--- config.mk ---
export PLATFORM = sky130hd
export DESIGN_NAME = mem_access_stage_flat
export DESIGN_NICKNAME = d
export VERILOG_FILES = /design/src/rtl/mem_access_stage_if.sv /design/src/rtl/mem_access_stage.sv /design/src/flat_wrapper.sv
export SDC_FILE = /design/constraint.sdc
export NUM_CORES = 1
export LEC_CHECK = 0
export CORE_MARGIN = 2
export CORE_UTILIZATION = 46
export CTS_CLUSTER_SIZE = 8
export DETAILED_ROUTE_END_ITERATION = 12
export PLACE_DENSITY = 0.81
export SLEW_MARGIN = 15
export SYNTH_ARGS = -nofsm -noshare
export SYNTH_HDL_FRONTEND = slang
export SYNTH_SLANG_ARGS = --single-unit
--- constraint.sdc ---
create_clock -name clk -period 3 [get_ports clk]
set_input_delay 0.75 -clock clk [delete_from_list [all_inputs] [get_ports clk]]
set_output_delay 0.75 -clock clk [all_outputs]
set_load 0.02 [all_outputs]
--- src/rtl/mem_access_stage_if.sv ---
// Data-memory bus between the memory-access stage (master) and the data memory (slave).
// Request fields are registered in the master; rdata is only meaningful while ack is high.
interface mem_access_stage_if #(
    parameter int N = 32
);
    logic         dmem_req_o;
    logic         dmem_we_o;
    logic [N-1:0] dmem_addr_o;
    logic [N-1:0] dmem_wdata_o;
    logic [3:0]   dmem_be_o;
    logic [N-1:0] dmem_rdata_i;
    logic         dmem_ack_i;

    modport master (
        output dmem_req_o, dmem_we_o, dmem_addr_o, dmem_wdata_o, dmem_be_o,
        input  dmem_rdata_i, dmem_ack_i
    );

    modport slave (
        input  dmem_req_o, dmem_we_o, dmem_addr_o, dmem_wdata_o, dmem_be_o,
        output dmem_rdata_i, dmem_ack_i
    );
endinterface

--- src/rtl/mem_access_stage.sv ---
// RISC-V memory-access stage: single-cycle ALU passthrough, req/ack load/store with upstream stall,
// store byte-lane steering and load sign/zero extension into the MEM/WB register.
module mem_access_stage #(
    parameter int N = 32
) (
    input  logic                 clk,
    input  logic                 reset,
    input  logic                 flush,
    input  logic [N-1:0]         alu_result_i,
    input  logic                 write_i,
    input  logic [4:0]           write_register_i,
    input  logic                 mem_read_i,
    input  logic                 mem_write_i,
    input  logic [2:0]           funct3_i,
    input  logic [N-1:0]         store_data_i,
    output logic                 stall_o,
    output logic                 misalign_o,
    mem_access_stage_if.master   dmem,
    output logic [N-1:0]         wb_data_o,
    output logic                 wb_write_o,
    output logic [4:0]           wb_rd_o
);
    typedef enum logic [1:0] {IDLE, REQ, RESP} state_t;

    state_t       state_reg, state_next;

    logic         req_reg, we_reg;
    logic [N-1:0] addr_reg, wdata_reg, rdata_reg;
    logic [3:0]   be_reg;
    logic [1:0]   lane_reg;
    logic [2:0]   funct3_reg;
    logic         kill_reg;
    logic [N-1:0] wb_data_reg;
    logic         wb_write_reg;
    logic [4:0]   wb_rd_reg;

    logic         memop, misaligned, start, stall;
    logic [N-1:0] wdata_steer, wdata_byte, load_data;
    logic [3:0]   be_steer;
    logic [7:0]   rbyte [4];
    logic [7:0]   sel_byte;
    logic [15:0]  sel_half;

    assign memop      = mem_read_i | mem_write_i;
    assign misaligned = ((funct3_i[1:0] == 2'b01) && alu_result_i[0]) ||
                        ((funct3_i[1:0] == 2'b10) && (alu_result_i[1:0] != 2'b00));
    assign start      = memop && !misaligned && flush;

    // Byte lanes of the latched read word and the replicated store byte.
    genvar gi;
    generate
        for (gi = 0; gi < 4; gi++) begin : g_lane
            assign rbyte[gi]             = rdata_reg[8*gi +: 8];
            assign wdata_byte[8*gi +: 8] = store_data_i[7:0];
        end
    endgenerate

    always_comb begin
        wdata_steer = store_data_i;
        be_steer    = 4'b1111;
        if (mem_write_i) begin
            case (funct3_i[1:0])
                2'b00: begin
                    wdata_steer = wdata_byte;
                    be_steer    = 4'b0001 << alu_result_i[1:0];
                end
                2'b01: begin
                    wdata_steer = {2{store_data_i[15:0]}};
                    be_steer    = 4'b0011 << {alu_result_i[1], 1'b0};
                end
                default: begin
                    wdata_steer = store_data_i;
                    be_steer    = 4'b1111;
                end
            endcase
        end
    end

    assign sel_byte = rbyte[lane_reg];
    assign sel_half = lane_reg[1] ? rdata_reg[31:16] : rdata_reg[15:0];

    always_comb begin
        case (funct3_reg)
            3'b000:  load_data = {{(N-8){sel_byte[7]}}, sel_byte};
            3'b100:  load_data = {{(N-8){1'b0}}, sel_byte};
            3'b001:  load_data = {{(N-16){sel_half[15]}}, sel_half};
            3'b101:  load_data = {{(N-16){1'b0}}, sel_half};
            default: load_data = rdata_reg;
        endcase
    end

    always_ff @(posedge clk or negedge reset) begin
        if (!reset) state_reg <= IDLE;
        else        state_reg <= state_next;
    end

    always_comb begin
        state_next = state_reg;
        case (state_reg)
            IDLE:    if (start) state_next = REQ;
            REQ:     if (dmem.dmem_ack_i) state_next = RESP;
            RESP:    state_next = IDLE;
            default: state_next = IDLE;
        endcase
    end

    // Outputs are gated by reset so everything reads 0 while reset is held.
    always_comb begin
        stall      = ((state_reg == IDLE) && start) || (state_reg == REQ);
        stall_o    = reset && stall;
        misalign_o = reset && (state_reg == IDLE) && memop && misaligned && flush;
    end

    always_ff @(posedge clk or negedge reset) begin
        if (!reset) begin
            req_reg      <= 1'b0;
            we_reg       <= 1'b0;
            addr_reg     <= '0;
            wdata_reg    <= '0;
            be_reg       <= 4'b0000;
            lane_reg     <= 2'b00;
            funct3_reg   <= 3'b000;
            rdata_reg    <= '0;
            kill_reg     <= 1'b0;
            wb_data_reg  <= '0;
            wb_write_reg <= 1'b0;
            wb_rd_reg    <= 5'd0;
        end else begin
            case (state_reg)
                IDLE: begin
                    if (start) begin
                        req_reg    <= 1'b1;
                        we_reg     <= mem_write_i;
                        addr_reg   <= {alu_result_i[N-1:2], 2'b00};
                        wdata_reg  <= wdata_steer;
                        be_reg     <= be_steer;
                        lane_reg   <= alu_result_i[1:0];
                        funct3_reg <= funct3_i;
                    end
                end
                REQ: begin
                    // A flush never aborts the bus access, it only suppresses writeback.
                    if (!flush) kill_reg <= 1'b1;
                    if (dmem.dmem_ack_i) begin
                        rdata_reg <= dmem.dmem_rdata_i;
                        req_reg   <= 1'b0;
                    end
                end
                RESP:    kill_reg <= 1'b0;
                default: kill_reg <= 1'b0;
            endcase

            if (!flush || stall || ((state_reg == IDLE) && memop)) begin
                wb_data_reg  <= '0;
                wb_write_reg <= 1'b0;
                wb_rd_reg    <= 5'd0;
            end else if (state_reg == IDLE) begin
                wb_data_reg  <= alu_result_i;
                wb_write_reg <= write_i;
                wb_rd_reg    <= write_register_i;
            end else if ((state_reg == RESP) && !kill_reg) begin
                wb_data_reg  <= mem_read_i ? load_data : alu_result_i;
                wb_write_reg <= mem_read_i ? write_i : 1'b0;
                wb_rd_reg    <= write_register_i;
            end else begin
                wb_data_reg  <= '0;
                wb_write_reg <= 1'b0;
                wb_rd_reg    <= 5'd0;
            end
        end
    end

    assign dmem.dmem_req_o   = req_reg;
    assign dmem.dmem_we_o    = we_reg;
    assign dmem.dmem_addr_o  = addr_reg;
    assign dmem.dmem_wdata_o = wdata_reg;
    assign dmem.dmem_be_o    = be_reg;
    assign wb_data_o         = wb_data_reg;
    assign wb_write_o        = wb_write_reg;
    assign wb_rd_o           = wb_rd_reg;
endmodule

--- src/flat_wrapper.sv ---
// flat-port wrapper written by rule: the top's interface ports become plain ports
module mem_access_stage_flat 
#(
    parameter int N = 32
)
  (clk, reset, flush, alu_result_i, write_i, write_register_i, mem_read_i, mem_write_i, funct3_i, store_data_i, stall_o, misalign_o, wb_data_o, wb_write_o, wb_rd_o, dmem_dmem_req_o, dmem_dmem_we_o, dmem_dmem_addr_o, dmem_dmem_wdata_o, dmem_dmem_be_o, dmem_dmem_rdata_i, dmem_dmem_ack_i);
  mem_access_stage_if #(.N(N)) dmem_i ();
  input  logic clk;
  input  logic reset;
  input  logic flush;
  input  logic [N-1:0] alu_result_i;
  input  logic write_i;
  input  logic [4:0] write_register_i;
  input  logic mem_read_i;
  input  logic mem_write_i;
  input  logic [2:0] funct3_i;
  input  logic [N-1:0] store_data_i;
  output logic stall_o;
  output logic misalign_o;
  output logic [N-1:0] wb_data_o;
  output logic wb_write_o;
  output logic [4:0] wb_rd_o;
  output wire logic [$bits(dmem_i.dmem_req_o)-1:0] dmem_dmem_req_o;
  output wire logic [$bits(dmem_i.dmem_we_o)-1:0] dmem_dmem_we_o;
  output wire logic [$bits(dmem_i.dmem_addr_o)-1:0] dmem_dmem_addr_o;
  output wire logic [$bits(dmem_i.dmem_wdata_o)-1:0] dmem_dmem_wdata_o;
  output wire logic [$bits(dmem_i.dmem_be_o)-1:0] dmem_dmem_be_o;
  input wire logic [$bits(dmem_i.dmem_rdata_i)-1:0] dmem_dmem_rdata_i;
  input wire logic [$bits(dmem_i.dmem_ack_i)-1:0] dmem_dmem_ack_i;
  assign dmem_dmem_req_o = dmem_i.dmem_req_o;
  assign dmem_dmem_we_o = dmem_i.dmem_we_o;
  assign dmem_dmem_addr_o = dmem_i.dmem_addr_o;
  assign dmem_dmem_wdata_o = dmem_i.dmem_wdata_o;
  assign dmem_dmem_be_o = dmem_i.dmem_be_o;
  assign dmem_i.dmem_rdata_i = dmem_dmem_rdata_i;
  assign dmem_i.dmem_ack_i = dmem_dmem_ack_i;
  mem_access_stage #(.N(N)) u_core (.clk(clk), .reset(reset), .flush(flush), .alu_result_i(alu_result_i), .write_i(write_i), .write_register_i(write_register_i), .mem_read_i(mem_read_i), .mem_write_i(mem_write_i), .funct3_i(funct3_i), .store_data_i(store_data_i), .stall_o(stall_o), .misalign_o(misalign_o), .dmem(dmem_i), .wb_data_o(wb_data_o), .wb_write_o(wb_write_o), .wb_rd_o(wb_rd_o));
endmodule
Word-level counts from Yosys, hierarchy flattened. Index checks and enable logic that the tools add are counted.

Register bits after elaboration: 146. Input bits: 111. Word-level logic and storage cells: 86.

Order comparisons: 1. Equality and inequality tests: 10. Shifts and indexed selects: 2. Muxes and demuxes: 28. Bitwise operators: 3. Reduce and logical (&&, ||, !) cells: 29.

Operator list (count): 32-bit 2-to-1 mux (5); 32-bit one-hot mux with 4 select lines (1); 32-bit one-hot mux with 2 select lines (1); 8-bit binary-select mux with 2-bit select (1); 16-bit 2-to-1 mux (1); 8-bit 2-to-1 mux (2); 5-bit 2-to-1 mux (3); 1-bit logical AND (12); 4-bit one-hot mux with 2 select lines (1); 2-bit AND reduction (4); 1-bit 2-to-1 mux (7); 3-bit equality test, second input constant (2); 2-bit by 1-bit equality test with 1-bit output, second input constant (2); 2-bit equality test, second input constant (2); 2-bit logical NOT (2); 1-bit logical OR (4); 2-bit 2-to-1 mux (2); 4-bit 2-to-1 mux (1); 2-bit inequality test, second input constant (2); 1-bit one-hot mux with 2 select lines (2); 2-bit one-hot mux with 2 select lines (1); 2-bit nonzero test (2); 1-bit by 2-bit left shift with 4-bit output, first input constant (1); 2-bit by 2-bit left shift with 4-bit output, first input constant (1); 9 further kinds (11).

Logic depth before layout (Yosys ltp). Gate-level depths: netlist of run 1.

Word-level depth: 11. Depth in mapped cells: 6. Depth with buffers taken out: 4.

Least setup slack after synthesis of run 1. Ideal clock, no wire load.

Path kind: in2out. Start point: input port flush. End point: output port stall_o. Arrival time: 2354 ps. Setup slack: -104 ps. Stages on the path: 6. Path buffers: 2. Cell sequence: or3b_1 > o21bai_1 > or2_1 > buf_6 > clkbuf_1 > a21boi_0.

Word-level cells in the longest chain between the ends: 4.

RTL lines: from (decl) (line flat_wrapper.sv:10) `input logic flush;`; 1-bit logical AND (line mem_access_stage.sv:47) `assign start = memop && !misaligned && flush;`; 1-bit logical AND (line mem_access_stage.sv:109) `stall = ((state_reg == IDLE) && start) || (state_reg == REQ);`; 1-bit logical OR (line mem_access_stage.sv:109); 1-bit logical AND (line mem_access_stage.sv:110) `stall_o = reset && stall;`; to (decl) (line flat_wrapper.sv:18) `output logic stall_o;`.

Every way passes these cells.

Final worst setup path of run 1. Same ends and word-level chain as after synthesis.

==> results of run 1 <==
-- cell usage in the layout (no fill, tap or decap), drive strengths merged, types with 17 or more instances in the layout --
| cell | n |
|---|---|
| a22o | 17 |
| dfrtp | 146 |
| buf | 27 |
| nand2 | 50 |
| mux2 | 94 |
| o21ai | 55 |
| clkbuf | 17 |
| clkdlybuf4s50 | 214 |
| inv | 20 |
| nand2b | 21 |
| nor2 | 27 |
-- final timing paths --
kind,startpoint,to,cells past startpoint
setup / recovery,flush,stall_o,6
hold / removal,reset,u_core.dmem.dmem_be_o[1]$_DFFE_PN0P_,1
setup reg to reg,u_core.state_reg[0]$_DFFE_PN0P_,u_core.dmem.dmem_addr_o[19]$_DFFE_PN0P_,5
hold reg to reg,u_core.dmem.dmem_req_o$_DFFE_PN0P_,u_core.dmem.dmem_req_o$_DFFE_PN0P_,2
max in group asynchronous,reset,u_core.rdata_reg[3]$_DFFE_PN0P_,2
min in group clk,u_core.dmem.dmem_req_o$_DFFE_PN0P_,u_core.dmem.dmem_req_o$_DFFE_PN0P_,2
-- cell usage after synthesis, types with 2 or more instances --
cell type and instances:
a22o_1 17, nand2b_1 21, dfrtp_1 146, clkbuf_1 25
mux2i_1 9, buf_2 2, nand2_1 50, buf_4 2
a21oi_1 6, o21bai_1 2, mux2_4 39, a31oi_1 7
nor2_1 26, o211ai_1 16, nor2b_1 5, o21ai_0 54
buf_6 6, o221a_2 7, buf_1 4, nand3b_1 8
nor3_1 8, inv_1 12, mux2_2 55, a211oi_1 8
a211o_1 2
-- worst max-delay path, cell delays in order --
cell	delay [ns]
dlygate4sd2_1	0.24
or3b_4	0.39
o21bai_2	0.20
or2_4	0.26
a21boi_2	0.12
buf_4	0.15
-- cell type report --
cell class | count | area share (%)
clock buffers | 17 | 4.39
clock inverters | 15 | 1.78
well taps | 180 | 2.32
flip-flops and latches | 146 | 37.7
repair buffers | 242 | 24.7
inverters | 12 | 0.465
multi-input cells | 356 | 28.6
-- per-stage QoR --
stage	setup TNS, ns	cell area [µm²]	utilization (%)	std cells	hold WS [ns]
5_1_grt	0	9690	69.3	968	0.170
3_5_place_dp	-10.36	9090	65.0	936	0.474
2_1_floorplan	0	6660	-	553	0.454
3_3_place_gp	-4.79	9090	65.0	936	0.463
4_1_cts	0	9690	69.3	968	0.161
6_report	0	9690	69.3	968	0.174
-- logic make-up (layout without fill, tap and decap cells) --
group                  Yosys count  count (layout)  synth area share (%)
buffers and inverters           51             286                  3.70
muxes                          103             103                  19.5
DFF                            146             146                  54.9
AOI/OAI and AO/OA              125             125                  12.7
and+or+nand+nor                126             126                  9.16
other                            1               2                0.0564
-- power groups by stage --
| stage | clock network, mW | logic (mW) | registers [mW] |
|---|---|---|---|
| after floorplan | 0 | 1.28 | 3.34 |
| after detailed placement | 0 | 2.95 | 3.02 |
| after CTS | 2.19 | 2.97 | 3.01 |
| after global placement | 0 | 2.88 | 2.99 |
| final | 2.14 | 2.95 | 3.01 |
| after global routing | 2.27 | 3.15 | 3.09 |
-- metal layers --
layer | vias to the layer above | share of wire, %
li1 | 2398 | -
met1 | 2635 | 41
met2 | 260 | 49
met3 | 35 | 8.1
met4 | 0 | 2.5
met5 | - | 0
-- repair_timing --
| item | CTS | global route |
|---|---|---|
| buffers inserted | 0 | 0 |
| endpoints found under the hold margin | 0 | 0 |
| endpoints found under the setup margin | 2 | 0 |
| resized for setup | 12 | 0 |
==> results.py, run 1 <==
metrics = {
    "timing": {
        "worstMarginPinSlew_ns": 1.08,
        "finalHoldViolCount": 0,
        "fin_ws_ns": 0.147,
        "fin_worst_skew_ns": 0.00475,
        "rsz0062_at_grt": "false",
        "max_freq_mhz": 351,
        "maxSlewHeadroom_pct": 28.2,
        "slew_violations": 0,
        "period_minus_slack_ns": 2.85,
        "setup_viol": 0,
        "period_share_pct": 95.1,
    },
    "floorplanning": {
        "die_area_mm2": 0.0154,
        "ios": 221,
        "die_y_um": 124,
        "core_area_mm2": 0.0140,
        "chipWidth_um": 124,
        "row_count": 43,
        "start_util_pct": 47.6,
    },
    "final_layout": {
        "nNetsFinal": 886,
        "fill_cells": 972,
        "regArea_mm2": 0.00365,
        "syn_to_final_growth_pct": 45.6,
        "multi_input_area_mm2": 0.00277,
        "n_antenna_cell": 0,
        "drive_above_1_share_pct": 21.3,
    },
    "global_routing": {
        "grt_max_degree": 131,
        "grt_antenna_before_repair": 0,
        "grtUsageMet3_pct": 7.47,
        "grt_pass1_wl_um": 30400,
        "top_usage_layer": "met2",
        "use_met2_pct": 40.8,
        "grt_use_total_pct": 24.8,
        "grt_pass1_vias": 5719,
        "grt.overflow.total": 0,
        "grt_util_met1_pct": 30.8,
    },
    "detailed_routing": {
        "viasPerCell": 5.50,
        "ant_nets": 0,
        "drc": 0,
        "drt-wirelength-per-cell_um": 19.4,
        "wl_um": 18700,
        "first_pass_iters": 4,
        "first_iter_violations": 349,
        "vias": 5328,
    },
    "placement": {
        "portBuffers": 218,
        "detailed_place_hpwl_um": 13100,
        "place_ws_ns": -0.607,
        "gp_congestion": 0.840,
    },
    "power": {
        "finalPower_mw": 8.10,
        "combPwrFrac_pct": 36.4,
        "p_leak_nw": 4.25,
        "power_frac_seq_pct": 37.2,
        "irDropWorstVdd_mv": 0.414,
        "intPower_mw": 5.39,
        "p_per_area_mw_per_mm2": 836,
        "p_sw_share_pct": 33.5,
        "p_switching_mw": 2.71,
        "power_frac_clock_pct": 26.5,
    },
    "job": {
        "drv_cap": 0,
    },
    "yosys": {
        "synthTopCellsByArea": "dfrtp_1 55%, mux2_2 9.3%, mux2_4 8.8%",
        "yosysTopAreaCellShare_pct": 54.9,
        "ys.flop_type": "dfrtp_1",
        "ys_types": 40,
        "syn-cell-area_mm2": 0.00665,
        "ys_seq_area_share_pct": 54.9,
        "yosys_warnings": 0,
        "yosys.area.top_type": "dfrtp_1",
        "synth_seq_cells": 146,
        "postSynthAreaPerCell_um2": 12.1,
        "synth_edf_count": 0,
        "synthArstFlopShare_pct": 100,
        "synthCells": 552,
    },
    "outcome": {
        "status": "complete, no violations",
    },
    "critical_path": {
        "startpoint_type": "input pin",
        "arrival_ns": 2.10,
        "reg2reg_slack_ns": 0.71,
        "required_ns": 2.25,
        "worstPathMaxFanout": 2,
        "endpoint_kind": "output port",
        "crit_type": "in -> out",
    },
    "clock_network": {
        "numCtsBuffers": 17,
        "cts_hold_buf": 0,
        "clkTransAtPathRegs_ns": 0.06,
        "h-tree-depth": 4,
        "cts_tree": "yes",
        "cts-root-buf": "clkbuf_16",
        "cts_buffer_depth": 2,
        "clock_latency_ns": 0.42,
        "clock-sinks": 146,
    },
    "worst_hold_path": {
        "min_path_type": "in -> async",
    },
}
No activity file was read; power rests on OpenSTA's default activity.
==> run 2: changes to the inputs <==
Settings changed: CORE_UTILIZATION 46 to 48, CTS_BUF_LIST set to sky130_fd_sc_hd__clkbuf_8, PLACE_DENSITY 0.81 to 0.84.
==> results.py, run 2 (synthesis gave the netlist of run 1 again) <==
metrics = {
    "timing": {
        "max_freq_mhz": 346,
        "maxSlewHeadroom_pct": 37.2,
        "worstMarginPinSlew_ns": 0.941,
        "slew_violations": 0,
        "period_share_pct": 96.5,
        "fin_setup_tns_ns": 0,
        "period_minus_slack_ns": 2.89,
        "fin_ws_ns": 0.106,
        "fin_worst_skew_ns": 0.0113,
        "rsz0062_at_grt": "false",
        "setup_viol": 0,
        "finalHoldViolCount": 0,
    },
    "critical_path": {
        "r2r_end": "u_core.dmem.dmem_addr_o[25]$_DFFE_PN0P_",
        "crit_start": "flush",
        "required_ns": 2.25,
        "worstPathMaxFanout": 2,
        "endpoint": "stall_o",
        "crit_type": "in -> out",
        "endpoint_kind": "output port",
        "reg2reg_slack_ns": 0.80,
        "arrival_ns": 2.14,
        "worstRegToRegCells": 6,
        "startpoint_type": "input pin",
        "regToRegStartpoint": "u_core.state_reg[1]$_DFFE_PN0P_",
    },
    "job": {
        "drv_cap": 0,
    },
    "final_layout": {
        "final_cell_mix": "214 x clkdlybuf4s50_1, 146 x dfrtp_1, 55 x mux2_2",
        "syn_to_final_growth_pct": 42.1,
        "multi_input_area_mm2": 0.00277,
        "fill_cells": 970,
        "n_antenna_cell": 0,
        "regArea_mm2": 0.00365,
        "drive_above_1_share_pct": 21.5,
        "nNetsFinal": 890,
        "final_common_cell": "clkdlybuf4s50_1",
    },
    "detailed_routing": {
        "dr.max_layer_used": "met4",
        "wl_um": 18600,
        "vias": 5298,
        "met1_length_um": 7460,
        "ant_nets": 0,
        "viasPerCell": 5.46,
        "drc": 0,
        "first_pass_iters": 5,
        "met3_length_um": 1640,
        "wl_met2_um": 9320,
        "first_iter_violations": 325,
        "drt-wirelength-per-cell_um": 19.2,
    },
    "global_routing": {
        "grt.overflow.total": 0,
        "grt_pass1_wl_um": 28900,
        "grt_pass1_vias": 5374,
        "grt_antenna_before_repair": 0,
        "grt_use_total_pct": 25.8,
        "grt_max_degree": 77,
    },
    "power": {
        "combPwrFrac_pct": 39.9,
        "p_leak_nw": 4.16,
        "power_frac_clock_pct": 19.2,
        "p_switching_mw": 2.59,
        "irDropWorstVdd_mv": 0.402,
        "power_frac_seq_pct": 40.8,
        "p_sw_share_pct": 35.0,
        "intPower_mw": 4.80,
        "p_per_area_mw_per_mm2": 781,
    },
    "floorplanning": {
        "die_area_mm2": 0.0148,
        "ios": 221,
        "die_y_um": 122,
        "core_area_mm2": 0.0137,
        "chipWidth_um": 122,
        "row_count": 43,
        "start_util_pct": 48.5,
    },
    "clock_network": {
        "cts_buffer_depth": 2,
        "cts-root-buf": "clkbuf_8",
        "h-tree-depth": 4,
        "cts_tree": "yes",
        "post_cts_buffers": 0,
        "numCtsBuffers": 17,
        "clkTransAtPathRegs_ns": 0.08,
        "clock-sinks": 146,
        "clock_latency_ns": 0.46,
    },
    "placement": {
        "detailed_place_hpwl_um": 13400,
        "gp_congestion": 0.887,
        "place_ws_ns": -0.642,
        "portBuffers": 218,
    },
    "outcome": {
        "status": "complete, no violations",
    },
    "worst_hold_path": {
        "min_path_type": "in -> async",
    },
}
## run 2: worst max-delay path, cell delays in order
cell and delay [ns]:
dlygate4sd2_1 0.23, or3b_4 0.39, o21bai_2 0.20, or2_4 0.26, a21boi_2 0.15, buf_4 0.16
## run 2: what timing repair did
action                                  in CTS  in global routing
hold buffers                                 0                  0
gates resized for setup                     12                  0
endpoints found under the setup margin       2                  0
## run 2: power groups by stage
stage,Sequential [mW],Clock [mW],Combinational (mW)
after CTS,3.01,1.45,2.97
after global routing,3.09,1.54,3.15
after global placement,3.00,0,2.87
after floorplan,3.34,0,1.28
after detailed placement,3.03,0,2.95
final,3.02,1.42,2.95
## run 2: routing by layer
layer | GRT usage [%] | vias up
met3 | 8.66 | 19
met4 | 6.90 | 0
met1 | 31.3 | 2633
met5 | 0 | -
li1 | - | 2407
met2 | 44.2 | 239
## run 2: area by class of cell
type | instances | share of cell area, %
flip-flops and latches | 146 | 38.6
multi-input cells | 356 | 29.3
repair buffers | 246 | 25.4
clock buffers | 18 | 2.62
well taps | 180 | 2.38
clock inverters | 13 | 1.20
inverters | 12 | 0.476
## run 2: worst min-delay path by stage
stage	start	cells after the start	slack, ns	endpoint
after floorplan	reset	0	0.45	u_core.dmem.dmem_addr_o[10]$_DFFE_PN0P_
after global placement	u_core.dmem.dmem_req_o$_DFFE_PN0P_	2	0.46	u_core.dmem.dmem_req_o$_DFFE_PN0P_
after detailed placement	u_core.dmem.dmem_req_o$_DFFE_PN0P_	2	0.47	u_core.dmem.dmem_req_o$_DFFE_PN0P_
after CTS	reset	2	0.28	u_core.rdata_reg[26]$_DFFE_PN0P_
after global routing	reset	2	0.29	u_core.wb_data_o[26]$_DFF_PN0_
final	reset	2	0.29	u_core.wb_data_o[26]$_DFF_PN0_
## run 2: through the flow
step                instance area [µm²]  total power, mW  utilization, %  std cells  hold WS, ns
floorplan                          6660             4.62               -        553        0.454
global placement                   9100             5.87            66.3        940        0.465
detailed placement                 9100             5.98            66.3        940        0.475
CTS                                9460             7.43            68.9        971        0.275
global route                       9460             7.78            68.9        971        0.285
finish                             9460             7.39            68.9        971        0.293
